### src/rtl/width_12to16_arb_if.sv
// ---------------------------------------------------------------------------
// width_12to16_arb_if
//   Bundle of the two 12-bit requester channels, the converter-side word
//   stream and the arbiter status signals.
//
//   Requester side (per source N in {0,1}):
//     sN_data[11:0]  word data              sN_vld   word valid
//     sN_last        last word of packet    sN_rdy   arbiter ready
//   Converter side:
//     cvt_din[11:0], cvt_din_vld, cvt_din_vld_last
//   Status:
//     grant[1:0] (one-hot owner, 0 when idle), busy, pkt_len[LEN_W-1:0]
//
//   Modports: slave  - the arbiter itself
//             master - the environment (sources and converter/observer)
// ---------------------------------------------------------------------------
interface width_12to16_arb_if #(
  parameter int LEN_W = 16
);
  logic [11:0]      s0_data;
  logic             s0_vld;
  logic             s0_last;
  logic             s0_rdy;
  logic [11:0]      s1_data;
  logic             s1_vld;
  logic             s1_last;
  logic             s1_rdy;
  logic [11:0]      cvt_din;
  logic             cvt_din_vld;
  logic             cvt_din_vld_last;
  logic [1:0]       grant;
  logic             busy;
  logic [LEN_W-1:0] pkt_len;

  modport slave (
    input  s0_data, s0_vld, s0_last,
    input  s1_data, s1_vld, s1_last,
    output s0_rdy, s1_rdy,
    output cvt_din, cvt_din_vld, cvt_din_vld_last,
    output grant, busy, pkt_len
  );

  modport master (
    output s0_data, s0_vld, s0_last,
    output s1_data, s1_vld, s1_last,
    input  s0_rdy, s1_rdy,
    input  cvt_din, cvt_din_vld, cvt_din_vld_last,
    input  grant, busy, pkt_len
  );
endinterface

### src/rtl/width_12to16_arb.sv
// ---------------------------------------------------------------------------
// width_12to16_arb
//   Two-requester packet arbiter/sequencer feeding the width_12to16
//   converter. One source owns the converter for a whole packet; each packet
//   is padded with PAD_VALUE words up to a multiple of 4 input words so the
//   converter's 2-bit packing phase is 0 at every packet boundary.
//
//   Ports:
//     clk, rst_n  clock, asynchronous active-low reset (shared with converter)
//     bus         width_12to16_arb_if.slave:
//                   s0_*/s1_*  source channels (data, vld, last in; rdy out)
//                   cvt_*      word stream to the converter (registered)
//                   grant      one-hot packet owner, 0 when idle
//                   busy       state != IDLE
//                   pkt_len    real words accepted in current/last packet
//
//   Parameters:
//     PAD_VALUE  word emitted during padding
//     LEN_W      width of pkt_len (saturating)
//
//   Build option:
//     WIDTH_12TO16_ARB_FIXED_PRIO_EN  defined   -> source 0 wins ties
//                                     undefined -> round-robin on ties
// ---------------------------------------------------------------------------
module width_12to16_arb #(
  parameter logic [11:0] PAD_VALUE = 12'h000,
  parameter int          LEN_W     = 16
) (
  input logic               clk,
  input logic               rst_n,
  width_12to16_arb_if.slave bus
);

  typedef enum logic [1:0] {
    IDLE = 2'd0,
    XFER = 2'd1,
    PAD  = 2'd2
  } state_t;

  state_t           state;
  logic [1:0]       phase;      // input words emitted in packet, mod 4
  logic [1:0]       grant;
  logic [11:0]      cvt_din;
  logic             cvt_din_vld;
  logic             cvt_din_vld_last;
  logic [LEN_W-1:0] pkt_len;

  logic             s0_rdy;
  logic             s1_rdy;
  logic             fire;
  logic [11:0]      sel_data;
  logic             sel_last;
  logic             pick1;      // arbitration winner in IDLE is source 1

`ifndef WIDTH_12TO16_ARB_FIXED_PRIO_EN
  logic             rr_ptr;     // source preferred on the next tie
`endif

  // Ready is a pure decode of state and grant, so it never waits on vld.
  assign s0_rdy = (state == XFER) && grant[0];
  assign s1_rdy = (state == XFER) && grant[1];

  // NOTE: every always_comb output gets a value on every path (here by
  // unconditional assignment) so no latch is inferred.
  always_comb begin
    sel_data = grant[1] ? bus.s1_data : bus.s0_data;
    sel_last = grant[1] ? bus.s1_last : bus.s0_last;
    fire     = (s0_rdy && bus.s0_vld) || (s1_rdy && bus.s1_vld);
  end

`ifdef WIDTH_12TO16_ARB_FIXED_PRIO_EN
  // Source 1 only wins when source 0 is not requesting.
  assign pick1 = bus.s1_vld && !bus.s0_vld;
`else
  // On a tie the pointer decides; it always names the source not served last.
  assign pick1 = bus.s1_vld && (!bus.s0_vld || rr_ptr);
`endif

  // NOTE: sequential state uses non-blocking assignments so every register
  // samples pre-edge values regardless of statement order.
  always_ff @(posedge clk or negedge rst_n) begin
    if (!rst_n) begin
      state            <= IDLE;
      phase            <= 2'd0;
      grant            <= 2'b00;
      cvt_din          <= 12'h000;
      cvt_din_vld      <= 1'b0;
      cvt_din_vld_last <= 1'b0;
      pkt_len          <= '0;
`ifndef WIDTH_12TO16_ARB_FIXED_PRIO_EN
      rr_ptr           <= 1'b0;
`endif
    end else begin
      // Strobes are single-cycle; cvt_din keeps its last value.
      cvt_din_vld      <= 1'b0;
      cvt_din_vld_last <= 1'b0;

      case (state)
        IDLE: begin
          if (bus.s0_vld || bus.s1_vld) begin
            grant   <= pick1 ? 2'b10 : 2'b01;
            pkt_len <= '0;
            state   <= XFER;
`ifndef WIDTH_12TO16_ARB_FIXED_PRIO_EN
            rr_ptr  <= !pick1;
`endif
          end
        end

        XFER: begin
          if (fire) begin
            cvt_din     <= sel_data;
            cvt_din_vld <= 1'b1;
            phase       <= phase + 2'd1;
            if (pkt_len != '1) begin
              pkt_len <= pkt_len + 1'b1;
            end
            if (sel_last) begin
              if (phase == 2'd3) begin
                // Real word already completes a 4-word group: no padding.
                cvt_din_vld_last <= 1'b1;
                grant            <= 2'b00;
                state            <= IDLE;
              end else begin
                state <= PAD;
              end
            end
          end
        end

        PAD: begin
          cvt_din     <= PAD_VALUE;
          cvt_din_vld <= 1'b1;
          phase       <= phase + 2'd1;
          // The pad word that wraps phase back to 0 closes the packet.
          if (phase == 2'd3) begin
            cvt_din_vld_last <= 1'b1;
            grant            <= 2'b00;
            state            <= IDLE;
          end
        end

        default: begin
          state <= IDLE;
          grant <= 2'b00;
        end
      endcase
    end
  end

  assign bus.s0_rdy           = s0_rdy;
  assign bus.s1_rdy           = s1_rdy;
  assign bus.cvt_din          = cvt_din;
  assign bus.cvt_din_vld      = cvt_din_vld;
  assign bus.cvt_din_vld_last = cvt_din_vld_last;
  assign bus.grant            = grant;
  assign bus.busy             = (state != IDLE);
  assign bus.pkt_len          = pkt_len;

endmodule

### src/flat_wrapper.sv
// flat-port wrapper written by rule: the top's interface ports become plain ports
module width_12to16_arb_flat 
#(
  parameter logic [11:0] PAD_VALUE = 12'h000,
  parameter int          LEN_W     = 16
)
  (clk, rst_n, bus_s0_data, bus_s0_vld, bus_s0_last, bus_s1_data, bus_s1_vld, bus_s1_last, bus_s0_rdy, bus_s1_rdy, bus_cvt_din, bus_cvt_din_vld, bus_cvt_din_vld_last, bus_grant, bus_busy, bus_pkt_len);
  width_12to16_arb_if #(.LEN_W(LEN_W)) bus_i ();
  input logic clk;
  input logic rst_n;
  input wire logic [$bits(bus_i.s0_data)-1:0] bus_s0_data;
  input wire logic [$bits(bus_i.s0_vld)-1:0] bus_s0_vld;
  input wire logic [$bits(bus_i.s0_last)-1:0] bus_s0_last;
  input wire logic [$bits(bus_i.s1_data)-1:0] bus_s1_data;
  input wire logic [$bits(bus_i.s1_vld)-1:0] bus_s1_vld;
  input wire logic [$bits(bus_i.s1_last)-1:0] bus_s1_last;
  output wire logic [$bits(bus_i.s0_rdy)-1:0] bus_s0_rdy;
  output wire logic [$bits(bus_i.s1_rdy)-1:0] bus_s1_rdy;
  output wire logic [$bits(bus_i.cvt_din)-1:0] bus_cvt_din;
  output wire logic [$bits(bus_i.cvt_din_vld)-1:0] bus_cvt_din_vld;
  output wire logic [$bits(bus_i.cvt_din_vld_last)-1:0] bus_cvt_din_vld_last;
  output wire logic [$bits(bus_i.grant)-1:0] bus_grant;
  output wire logic [$bits(bus_i.busy)-1:0] bus_busy;
  output wire logic [$bits(bus_i.pkt_len)-1:0] bus_pkt_len;
  assign bus_i.s0_data = bus_s0_data;
  assign bus_i.s0_vld = bus_s0_vld;
  assign bus_i.s0_last = bus_s0_last;
  assign bus_i.s1_data = bus_s1_data;
  assign bus_i.s1_vld = bus_s1_vld;
  assign bus_i.s1_last = bus_s1_last;
  assign bus_s0_rdy = bus_i.s0_rdy;
  assign bus_s1_rdy = bus_i.s1_rdy;
  assign bus_cvt_din = bus_i.cvt_din;
  assign bus_cvt_din_vld = bus_i.cvt_din_vld;
  assign bus_cvt_din_vld_last = bus_i.cvt_din_vld_last;
  assign bus_grant = bus_i.grant;
  assign bus_busy = bus_i.busy;
  assign bus_pkt_len = bus_i.pkt_len;
  width_12to16_arb #(.PAD_VALUE(PAD_VALUE), .LEN_W(LEN_W)) u_core (.clk(clk), .rst_n(rst_n), .bus(bus_i));
endmodule
### config.mk
export PLATFORM = sky130hd
export DESIGN_NAME = width_12to16_arb_flat
export DESIGN_NICKNAME = d
export VERILOG_FILES = /design/src/rtl/width_12to16_arb_if.sv /design/src/rtl/width_12to16_arb.sv /design/src/flat_wrapper.sv
export SDC_FILE = /design/constraint.sdc
export NUM_CORES = 1
export LEC_CHECK = 0
export ABC_AREA = 1
export CORE_MARGIN = 2
export CORE_UTILIZATION = 48
export CTS_CLUSTER_DIAMETER = 200
export DETAILED_ROUTE_END_ITERATION = 10
export GPL_TIMING_DRIVEN = 0
export PLACE_DENSITY = 0.81
export SLEW_MARGIN = 40
export SYNTH_ARGS = -nofsm -noshare
export SYNTH_HDL_FRONTEND = slang
export SYNTH_SLANG_ARGS = --single-unit
export TNS_END_PERCENT = 1
### constraint.sdc
create_clock -name clk -period 2 [get_ports clk]
set_clock_uncertainty 0.1 [all_clocks]
set_input_delay 0.5 -clock clk [delete_from_list [all_inputs] [get_ports clk]]
set_output_delay 0.5 -clock clk [all_outputs]
set_load 0.02 [all_outputs]
Word-level counts from Yosys, hierarchy flattened
Cells that the tools add are included.

Register bits after elaboration: 37. Output and inout port bits: 35. Bits of input ports: 30.

Multiplexer cells: 28. Equality and inequality tests: 9. Reductions and logical operators: 19. Add/sub/neg operators: 2.

Operators by type and width (count): two-way mux 16 bit (3); one-hot mux 16 bit (2 select lines) (1); two-way mux 12 bit (2); one-hot mux 12 bit (2 select lines) (1); two-way mux 2 bit (11); adder 16 x 1 -> 16 bit, second input constant (1); != test 16 bit, second input constant (1); one-hot mux 2 bit (3 select lines) (2); != test 2 x 1 -> 1 bit, second input constant (4); AND reduction 4 bit (2); nonzero test 2 bit (3); logical AND 1 bit (5); two-way mux 1 bit (5); equality test 2 bit, second input constant (2); one-hot mux 1 bit (2 select lines) (2); one-hot mux 2 bit (2 select lines) (1); AND reduction 2 bit (2); logical OR 1 bit (3); AND reduction 3 bit (1); adder 2 x 1 -> 2 bit, second input constant (1); equality test 2 x 1 -> 1 bit, second input constant (1); zero test 1 bit (2); zero test 2 bit (1); != test 2 bit, second input constant (1).

Longest topological paths before layout
Gate-level depths: netlist of run 1.

Depth in word-level cells: 6. Gate-level depth with buffers: 10. Mapped depth without buffers: 10.

Worst setup path before layout of run 1
No wires, ideal clock.

Path kind: register to output. Start point: register u_core.grant[1] (netlist: u_core.bus.grant[1]). End point: output port bus_s1_rdy. Arrival time: 1124 ps. Setup slack: 276 ps. Cell stages (with the launch flop): 5. Cells stage by stage: dfrtp_1 buf_2 clkbuf_1 nand2_1 inv_1.

Longest elaborated chain between the ends: 1.

RTL lines: from (decl) (RTL line width_12to16_arb.sv:42) `logic [1:0] grant;`; from (signal assigned) (RTL line width_12to16_arb.sv:101) `grant <= pick1 ? 2'b10 : 2'b01;`; logical AND 1 bit (RTL line width_12to16_arb.sv:61) `assign s1_rdy = (state == XFER) && grant[1];`; to (decl) (RTL line flat_wrapper.sv:18) `output wire logic [$bits(bus_i.s1_rdy)-1:0] bus_s1_rdy;`.

No other way between the ends.

Worst setup path in the final report of run 1
Start point: register u_core.state[0]. End point: output port bus_busy.

Longest elaborated chain between the ends: 1.

RTL lines: from (decl) (RTL line width_12to16_arb.sv:40) `state_t state;`; from (signal assigned) (RTL line width_12to16_arb.sv:83) `state <= IDLE;`; from (signal assigned) (RTL line width_12to16_arb.sv:103) `state <= XFER;`; from (signal assigned) (RTL line width_12to16_arb.sv:123) `state <= IDLE;`; nonzero test 2 bit (RTL line width_12to16_arb.sv:157) `assign bus.busy = (state != IDLE);`; to (decl) (RTL line flat_wrapper.sv:23) `output wire logic [$bits(bus_i.busy)-1:0] bus_busy;`.

No other way between the ends.

==> results of run 1 <==
-- cells in the mapped netlist, types with 3 or more instances --
cell      instances  share of area [%]
a21oi_1          16                3.6
buf_2             4               0.90
clkbuf_1          3               0.51
dfrtp_1          37                 42
ha_1              5                2.8
inv_1            28                4.7
nand2_1         103                 17
nand3_1          14                3.1
nand4_1           9                2.5
nor2_1           68                 11
nor2_4            3                1.5
o21ai_0          17                3.8
xor2_1            3                1.2
-- through the flow --
stage | std cells | hold WS, ns | utilization [%] | instance area [um^2]
2_1_floorplan | 322 | 0.104 | - | 2230
3_3_place_gp | 438 | 0.368 | 66.5 | 2930
3_5_place_dp | 440 | 0.291 | 67.3 | 2970
4_1_cts | 450 | 0.392 | 70.1 | 3090
5_1_grt | 450 | 0.414 | 70.5 | 3110
6_report | 450 | 0.385 | 70.5 | 3110
-- how the worst max path moves through the flow --
stage | from | endpoint | slack, ns | cells past startpoint
after floorplan | u_core.bus.grant[1]$_DFFE_PN0P_ | bus_s1_rdy | 0.28 | 4
after global placement | rst_n | u_core.bus.cvt_din[4]$_DFFE_PN0P_ | -0.54 | 1
after detailed placement | u_core.state[1]$_DFFE_PN0P_ | bus_s1_rdy | -0.38 | 6
after CTS | u_core.state[1]$_DFFE_PN0P_ | bus_s1_rdy | -0.02 | 6
after global routing | u_core.state[0]$_DFFE_PN0P_ | bus_busy | -0.05 | 4
final | u_core.state[0]$_DFFE_PN0P_ | bus_busy | -0.002 | 4
-- metal layers --
layer  wire [um]  vias up
met3         364        8
met1        2440     1051
li1            -     1161
met5           0        -
met4          66        0
met2        2750       69
-- cells in the final DEF, fill, tap and decap left out, drive strengths merged, types with 10 or more instances in the layout --
master         count
nor2              73
nand2            105
o21ai             17
clkbuf            13
nand3             15
a21oi             16
dfrtp             37
inv               29
clkdlybuf4s50     50
nand4             10
-- power by group through the flow --
stage	logic [mW]	clock network (mW)	registers, mW
2_1_floorplan	1.03	0	1.30
3_3_place_gp	1.92	0	1.12
3_5_place_dp	1.96	0	1.11
4_1_cts	2.02	0.526	1.11
5_1_grt	2.27	0.555	1.15
6_report	2.04	0.510	1.11
-- state kept, by name, indices dropped and copies added, names as in the netlist --
register and cells:
u_core.bus.pkt_len 16, u_core.bus.cvt_din 12, u_core.bus.grant 2, u_core.phase 2
u_core.state 2, u_core.bus.cvt_din_vld 1, u_core.bus.cvt_din_vld_last 1, u_core.rr_ptr 1
-- cell families after synthesis --
family	share of synthesized area, %
AO/OA/AOI/OAI	8.42
buffers and inverters	6.79
adder cells (fa/ha/maj)	2.81
flip-flops	41.5
XOR/XNOR	1.57
AND/OR/NAND/NOR	38.9
-- timing repair --
| item | 4_1_cts | 5_1_grt |
|---|---|---|
| endpoints found under the hold margin | 9 | 0 |
| setup endpoints to repair | 7 | 20 |
| setup buffers | 1 | 0 |
| pin swaps | 0 | 0 |
| hold buffers | 1 | 0 |
| resized for setup | 23 | 10 |
-- final cells by class --
type                    count  area (um^2)
fillers                   359         1300
multi-input cells         248         1170
flip-flops and latches     37          926
repair buffers             68          697
inverters                  29          109
clock buffers               8         80.1
well taps                  52         65.1
plain buffers               8         63.8
-- worst max-delay path, delay by kind of cell (launching register included) --
kind / cells / cell delay [ns]
buffers and inverters: 3 / 0.45
adders and majority gates: 1 / 0.24
DFF: 1 / 0.42
==> impl_metrics.toml, run 1 <==
[clocking]
cts.htree.levels = 2
cts_tree = "yes"
clkTransAtPathRegs_ns = 0.07
cts_buffers = 5
clock-sinks = 37
clk-insertion-delay-late_ns = 0.29
cts_buffer_depth = 2
clockRootBuffer = "clkbuf_8"

[power]
p_sw_share_pct = 44.2
power_frac_comb_pct = 55.7
p_per_area_nw_per_um2 = 1180
ir_worst_vdd_uv = 754
clockPowerShare_pct = 13.9
totalPowerFinal_mw = 3.66
p_leak_nw = 1.62
p_sw_mw = 1.62
intPower_mw = 2.04
p_seq_share_pct = 30.4

[setup_path]
path_cells = "inv_1 -> ha_2 -> inv_1 -> clkdlybuf4s15_2"
end_kind = "output port"
r2r-start = "u_core.state[1]$_DFFE_PN0P_"
reg2reg_slack_ns = 0.11
cpPeakStageDelay_ns = 0.42
cp.required_ns = 1.40
ff2ff_path_depth = 11
path_max_fanout = 5
critical_path_class = "register to output port"
cpMostUsedCell = "inv_1"
slowest_stage = "dfrtp_1"
critPathArrivalTime_ns = 1.40
start_kind = "register"
reg2reg_to = "u_core.bus.pkt_len[6]$_DFFE_PN0P_"

[status]
status = "finished with violations"
violations = "setup timing"

[yosys]
synth_area_um2 = 2230
yosys_warnings = 0
yosysSeqAreaShare_pct = 41.5
yosys_register_bits = 37
synth_edf_count = 0
synthArstFlopShare_pct = 100
syn-num-nets = 357
synth-main-ff-cell = "dfrtp_1"
ys_types = 23
avgSynthCellArea_um2 = 6.92
netlist_instances = 322

[layout]
antennaDiodeCount = 0
area_growth_pct = 39.6
nets = 432
drive_gt1_share_pct = 7.79

[place]
port_buffers = 64
place_congestion = 0.848
hpwl_mm = 4.23
pre_cts_ws_ns = -0.377

[timing]
slew_viol_final = 0
relSlewSlack_pct = 69.8
worst_slew_pin_slew_ns = 0.454
hold_viol_final = 0
fin_crit_sh_pct = 100
fin_crit_ns = 2.00
max_freq_mhz = 500
fin_setup_tns_ns = -0.00158
fin_ws_ns = -0.00158
setup_violations = 1
rsz0062_at_grt = "yes"

[routing]
vias = 2289
post_drt_wl_per_cell_um = 12.5
post-route-drc-count = 0
final_antenna_net_count = 0
viasPerCell = 5.09
dr.pass1.iters = 4
wirelength_mm = 5.62
drtIter0Drc = 139

[floorplanning]
io_pins = 65
start_util_pct = 50.5
core_um2 = 4410
die_area_um2 = 5200
die_h_um = 72.1
dieWidth_um = 72.1
rows = 24

[global_routing]
grt-ovfl-total = 0
busiest_layer = "met2"
grt_antenna_before_repair = 0
grt_pass1_vias = 2304
use_met1_pct = 27.6
grt_max_degree = 16
grt_pass1_wl_mm = 9.80
grt.total_usage_pct = 23.6
use_met3_pct = 6.25
gr-usage-met2_pct = 42.3

[worst_hold_path]
holdCritPathClass = "register to register"
whs_endpoint = "u_core.phase[0]$_DFFE_PN0P_"
min_path_cells = 1
hold_path.startpoint = "u_core.phase[0]$_DFFE_PN0P_"

[job]
cap_violations = 0
Power figures use the tool's default switching activity.
==> run 2, diff against run 1 <==
CAP_MARGIN = 20   (was unset)
CELL_PAD_IN_SITES_DETAIL_PLACEMENT = 1   (was unset)
CELL_PAD_IN_SITES_GLOBAL_PLACEMENT = 2   (was unset)
CORE_UTILIZATION = 25   (was 48)
PLACE_DENSITY = unset   (was 0.81)
PLACE_DENSITY_LB_ADDON = 0.1   (was unset)
clock period = 2.3 ns   (was 2 ns; I/O delays follow)
==> run 2 against run 1 <==
Net effect:
- the flow now finishes without violations
- sequential cell count stayed put
- hold slack lost 0.24 ns
- clock power increased by 4.3%
- count of clock-buffer cells in the layout down 1
- sequential share of layout area hardly changed
- first-iteration DRC count fell by 79%
- combinational power is 13% lower
- sequential power decreased by 13%
- critical path depth grew 2
- register-to-register slack gained 0.29 ns
- global-route usage is 8.2 points lower
==> impl_metrics.toml, run 2 (synthesis gave the netlist of run 1 again) <==
[layout]
final_common_cell = "nand2_1"
nets = 427
registers.top_by_ff_count = "u_core.bus.pkt_len"
largestRegisters = "u_core.bus.pkt_len: 16 flops, u_core.bus.cvt_din: 12 flops"
layout.cells.non_filler = 501
mostFrequentLayoutCells = "nand2_1 (103), nor2_1 (68), clkdlybuf4s50_1 (60)"
largest_reg_flops = 16
area_growth_pct = 39.8
antennaDiodeCount = 0
drive_gt1_share_pct = 6.87
fillCellCount = 1096

[setup_path]
path_max_fanout = 10
critPathArrivalTime_ns = 1.51
start_kind = "register"
cp.required_ns = 1.62
path_cells = "inv_1 -> ha_4 -> buf_6 -> nand2_1 -> inv_1 -> clkdlybuf4s15_2"
r2r-start = "u_core.state[1]$_DFFE_PN0P_"
slowest_stage = "dfrtp_1"
crit_start = "u_core.state[1]$_DFFE_PN0P_"
critical_path_class = "register to output port"
cpPeakStageDelay_ns = 0.40
end_kind = "output port"
cpMostUsedCell = "inv_1"

[power]
p_per_area_nw_per_um2 = 1050
ir_worst_vdd_uv = 410
totalPowerFinal_mw = 3.27
p_leak_nw = 1.47

[floorplanning]
start_util_pct = 25.7
die_area_um2 = 9680
rows = 34
die_h_um = 98.4
dieWidth_um = 98.4
core_um2 = 8680
io_pins = 65

[routing]
post-route-drc-count = 0
drtIter0Drc = 29
dr.pass1.iters = 4
top_layer_used = "met4"
viasPerCell = 4.50
met1_length_mm = 3.31
wirelength_mm = 7.12
final_antenna_net_count = 0
vias = 2256
post_drt_wl_per_cell_um = 14.2
wl_met2_mm = 3.48
met3RoutedLength_um = 287

[place]
hpwl_mm = 5.29
place_congestion = 0.743
dpl.cell_count = 494
port_buffers = 64

[clocking]
cts.htree.levels = 2
clock-sinks = 37
cts_buffers = 5
cts_buffer_depth = 2
clk-insertion-delay-late_ns = 0.29
post_cts_buffers = 0
clkTransAtPathRegs_ns = 0.08
cts_tree = "yes"
clockRootBuffer = "clkbuf_8"

[global_routing]
grt_pass1_vias = 2302
grt-ovfl-total = 0
grt_antenna_before_repair = 0
grt.total_usage_pct = 15.3
grt_max_degree = 38
grt_pass1_wl_mm = 11.8

[timing]
slew_viol_final = 0
fin_crit_ns = 2.19
hold_viol_final = 0
max_freq_mhz = 457
setup_violations = 0
rsz0062_at_grt = "no"
fin_crit_sh_pct = 95.0
worst_slew_pin_slew_ns = 0.528
relSlewSlack_pct = 64.8

[job]
cap_violations = 0

[worst_hold_path]
holdCritPathClass = "primary input to async pin"

[status]
status = "finished, final reports clean"
## run 2: repair_timing
action / CTS / global route
hold endpoints to repair: 0 / 0
resized for setup: 11 / 2
hold buffers: 0 / 0
endpoints found under the setup margin: 3 / 2
pin swaps: 0 / 0
## run 2: worst max-delay path: cells and delay by family (launching register included)
| family | cells | cell delay [ns] |
|---|---|---|
| flops | 1 | 0.40 |
| buf+inv | 4 | 0.58 |
| fa+ha+maj | 1 | 0.19 |
| simple gates | 1 | 0.06 |
## run 2: layer usage
layer  vias to the layer above  global-route usage [%]
met1                      1054                    19.8
met3                         4                    2.91
met4                         0                    3.16
li1                       1151                       -
met5                         -                       0
met2                        47                    26.8
## run 2: power breakdown
part           internal, mW  leakage (nW)  total (mW)  switching (mW)
clock                 0.272        0.0542       0.532           0.260
combinational         0.683         0.949        1.77            1.08
sequential            0.841         0.470       0.966           0.126
total                  1.80          1.47        3.27            1.47
## run 2: worst paths after layout
path                                                 endpoint  slack (ns)  cells after the start
min in group clk                  u_core.phase[0]$_DFFE_PN0P_        0.38                      1
max in group asynchronous  u_core.bus.cvt_din[10]$_DFFE_PN0P_        1.58                      1
max reg2reg                 u_core.bus.pkt_len[7]$_DFFE_PN0P_        0.40                     10
min                         u_core.bus.pkt_len[0]$_DFFE_PN0P_        0.14                      1
min reg2reg                       u_core.phase[0]$_DFFE_PN0P_        0.38                      1
max                                                bus_s0_rdy        0.11                      6
## run 2: metrics by stage
| step | setup WS (ns) | setup TNS [ns] | utilization (%) | instance area [um^2] | hold slack (ns) |
|---|---|---|---|---|---|
| floorplan | 0.501 | 0 | - | 2230 | 0.179 |
| global route | 0.0114 | 0 | 35.9 | 3110 | 0.185 |
| CTS | 0.0491 | 0 | 35.9 | 3120 | 0.171 |
| detailed placement | -0.203 | -0.576 | 34.6 | 3000 | 0.367 |
| global placement | -0.586 | -22.11 | 34.6 | 3000 | 0.367 |
| finish | 0.114 | 0 | 35.9 | 3110 | 0.144 |
## run 2: area by class of cell
class / count / area [um^2] / share of cell area (%)
buffer: 7 / 45.0 / 1.45
clock buffer: 7 / 96.3 / 3.09
inverter: 29 / 109 / 3.50
multi-input combinational: 248 / 1160 / 37.4
clock inverter: 1 / 5.00 / 0.161
sequential: 37 / 926 / 29.7
timing repair buffer: 64 / 634 / 20.4
tap: 108 / 135 / 4.34
==> run 3, diff against run 2 <==
SETUP_SLACK_MARGIN = 0.15   (was unset)
==> run 3 against run 2 <==
Net effect:
- register-to-register slack got worse by 0.05 ns
- cell area increased by 0.24%
- power rose by 0.57%
- sequential share of layout area decreased by 0.071 points
- critical path depth down 5
- utilization grew 0.087 points
- worst setup slack better by 0.062 ns
- sequential cell count is the same
- die area unchanged
- wire length is 0.38% higher
- hold slack got worse by 0.0014 ns
- critical path type unchanged
- critical endpoint is now bus_pkt_len[11]
- largest cell class unchanged
- largest power group unchanged
==> impl_metrics.toml, run 3 (synthesis gave the netlist of run 1 again) <==
[clocking]
cts_buffers = 5
hold_buffers = 0
cts_buffer_depth = 2
clk-insertion-delay-late_ns = 0.29
cts.htree.levels = 2
clockRootBuffer = "clkbuf_8"
clock-sinks = 37
clkTransAtPathRegs_ns = 0.08
cts_tree = "yes"

[timing]
worst_slew_pin_slew_ns = 0.527
slew_viol_final = 0
fin_crit_ns = 2.12
fin_ws_ns = 0.176
max_freq_mhz = 471
hold_viol_final = 0
setup_violations = 0
fin_crit_sh_pct = 92.3
fin_setup_tns_ns = 0
rsz0062_at_grt = "yes"
relSlewSlack_pct = 64.9

[routing]
final_antenna_net_count = 0
dr.pass1.iters = 4
post-route-drc-count = 0
post_drt_wl_per_cell_um = 14.2
drtIter0Drc = 37
vias = 2262
viasPerCell = 4.50
wirelength_mm = 7.14

[place]
place_congestion = 0.743
dpl.cell_count = 494
hpwl_mm = 5.29
port_buffers = 64
pre_cts_ws_ns = -0.203

[setup_path]
path_max_fanout = 7
critPathArrivalTime_ns = 1.45
end_kind = "output port"
cp.required_ns = 1.62
start_kind = "register"
critical_path_buf_inv_count = 1
critical-path-top-delay-family = "buffers and inverters"
critical_path_class = "register to output port"
cpPeakStageDelay_ns = 0.66
path_cells = "clkdlybuf4s50_1"
slowest_stage = "clkdlybuf4s50_1"

[layout]
area_growth_pct = 40.1
drive_gt1_share_pct = 7.85
multi_input_area_um2 = 1170
mostFrequentLayoutCells = "nand2_1 (103), nor2_1 (68), clkdlybuf4s50_1 (60)"
registers.top_by_ff_count = "u_core.bus.pkt_len"
antennaDiodeCount = 0
final-seq-area_um2 = 926
final_common_cell = "nand2_1"
largestRegisters = "u_core.bus.pkt_len: 16 flops, u_core.bus.cvt_din: 12 flops"
nets = 429
layout.cells.non_filler = 503
largest_reg_flops = 16
fillCellCount = 1098

[floorplanning]
die_area_um2 = 9680
io_pins = 65
dieWidth_um = 98.4
rows = 34
core_um2 = 8680
die_h_um = 98.4
start_util_pct = 25.7

[global_routing]
grt_max_degree = 38
grt_pass1_wl_mm = 11.8
grt_antenna_before_repair = 0
grt_pass1_vias = 2294
grt-ovfl-total = 0
grt.total_usage_pct = 15.3

[worst_hold_path]
holdCritPathClass = "primary input to async pin"

[power]
p_per_area_nw_per_um2 = 1050
clockPowerShare_pct = 16.2
p_sw_mw = 1.48
intPower_mw = 1.81
power_frac_comb_pct = 54.5
p_sw_share_pct = 44.9
ir_worst_vdd_uv = 410
p_seq_share_pct = 29.3
p_leak_nw = 1.48

[status]
status = "finished, final reports clean"

[job]
cap_violations = 0
-- run 3: final timing paths --
kind	end	slack, ns	startpoint	cells after the start
min	u_core.bus.pkt_len[0]$_DFFE_PN0P_	0.14	rst_n	1
max reg2reg	u_core.bus.cvt_din[10]$_DFFE_PN0P_	0.35	u_core.state[0]$_DFFE_PN0P_	8
min reg2reg	u_core.phase[0]$_DFFE_PN0P_	0.38	u_core.phase[0]$_DFFE_PN0P_	1
min in group clk	u_core.phase[0]$_DFFE_PN0P_	0.38	u_core.phase[0]$_DFFE_PN0P_	1
max	bus_pkt_len[11]	0.18	u_core.bus.pkt_len[11]$_DFFE_PN0P_	1
max in group asynchronous	u_core.bus.cvt_din[10]$_DFFE_PN0P_	1.58	rst_n	1
-- run 3: layout make-up --
type	instances	area share, %
tap	108	4.33
multi-input combinational	248	37.4
buffer	8	1.60
timing repair buffer	65	20.3
clock buffer	7	3.09
sequential	37	29.7
clock inverter	1	0.160
inverter	29	3.49
-- run 3: power groups by stage --
stage,logic [mW],clock network [mW],registers [mW]
floorplan,0.899,0,1.13
global placement,1.78,0,0.974
detailed placement,1.79,0,0.975
CTS,1.81,0.556,0.970
global route,2.00,0.579,0.993
finish,1.79,0.532,0.962
-- run 3: timing repair --
action | in CTS | in global routing
buffers inserted | 0 | 1
gates resized for setup | 13 | 3
gates cloned | 0 | 0
endpoints found under the setup margin | 4 | 9
-- run 3: metal layers --
layer  vias up  track usage, %  wire (um)
met2        44            26.7       3490
met5         -               0          0
met1      1057            19.8       3310
li1       1157               -          -
met3         4            2.91        289
met4         0            3.16         46
-- run 3: through the flow --
| step | cell area [um^2] | hold slack, ns | utilization (%) | power [mW] |
|---|---|---|---|---|
| 6_report | 3120 | 0.142 | 36.0 | 3.28 |
| 5_1_grt | 3120 | 0.185 | 36.0 | 3.57 |
| 4_1_cts | 3120 | 0.171 | 35.9 | 3.34 |
| 3_5_place_dp | 3000 | 0.367 | 34.6 | 2.77 |
| 3_3_place_gp | 3000 | 0.367 | 34.6 | 2.75 |
| 2_1_floorplan | 2230 | 0.179 | - | 2.03 |
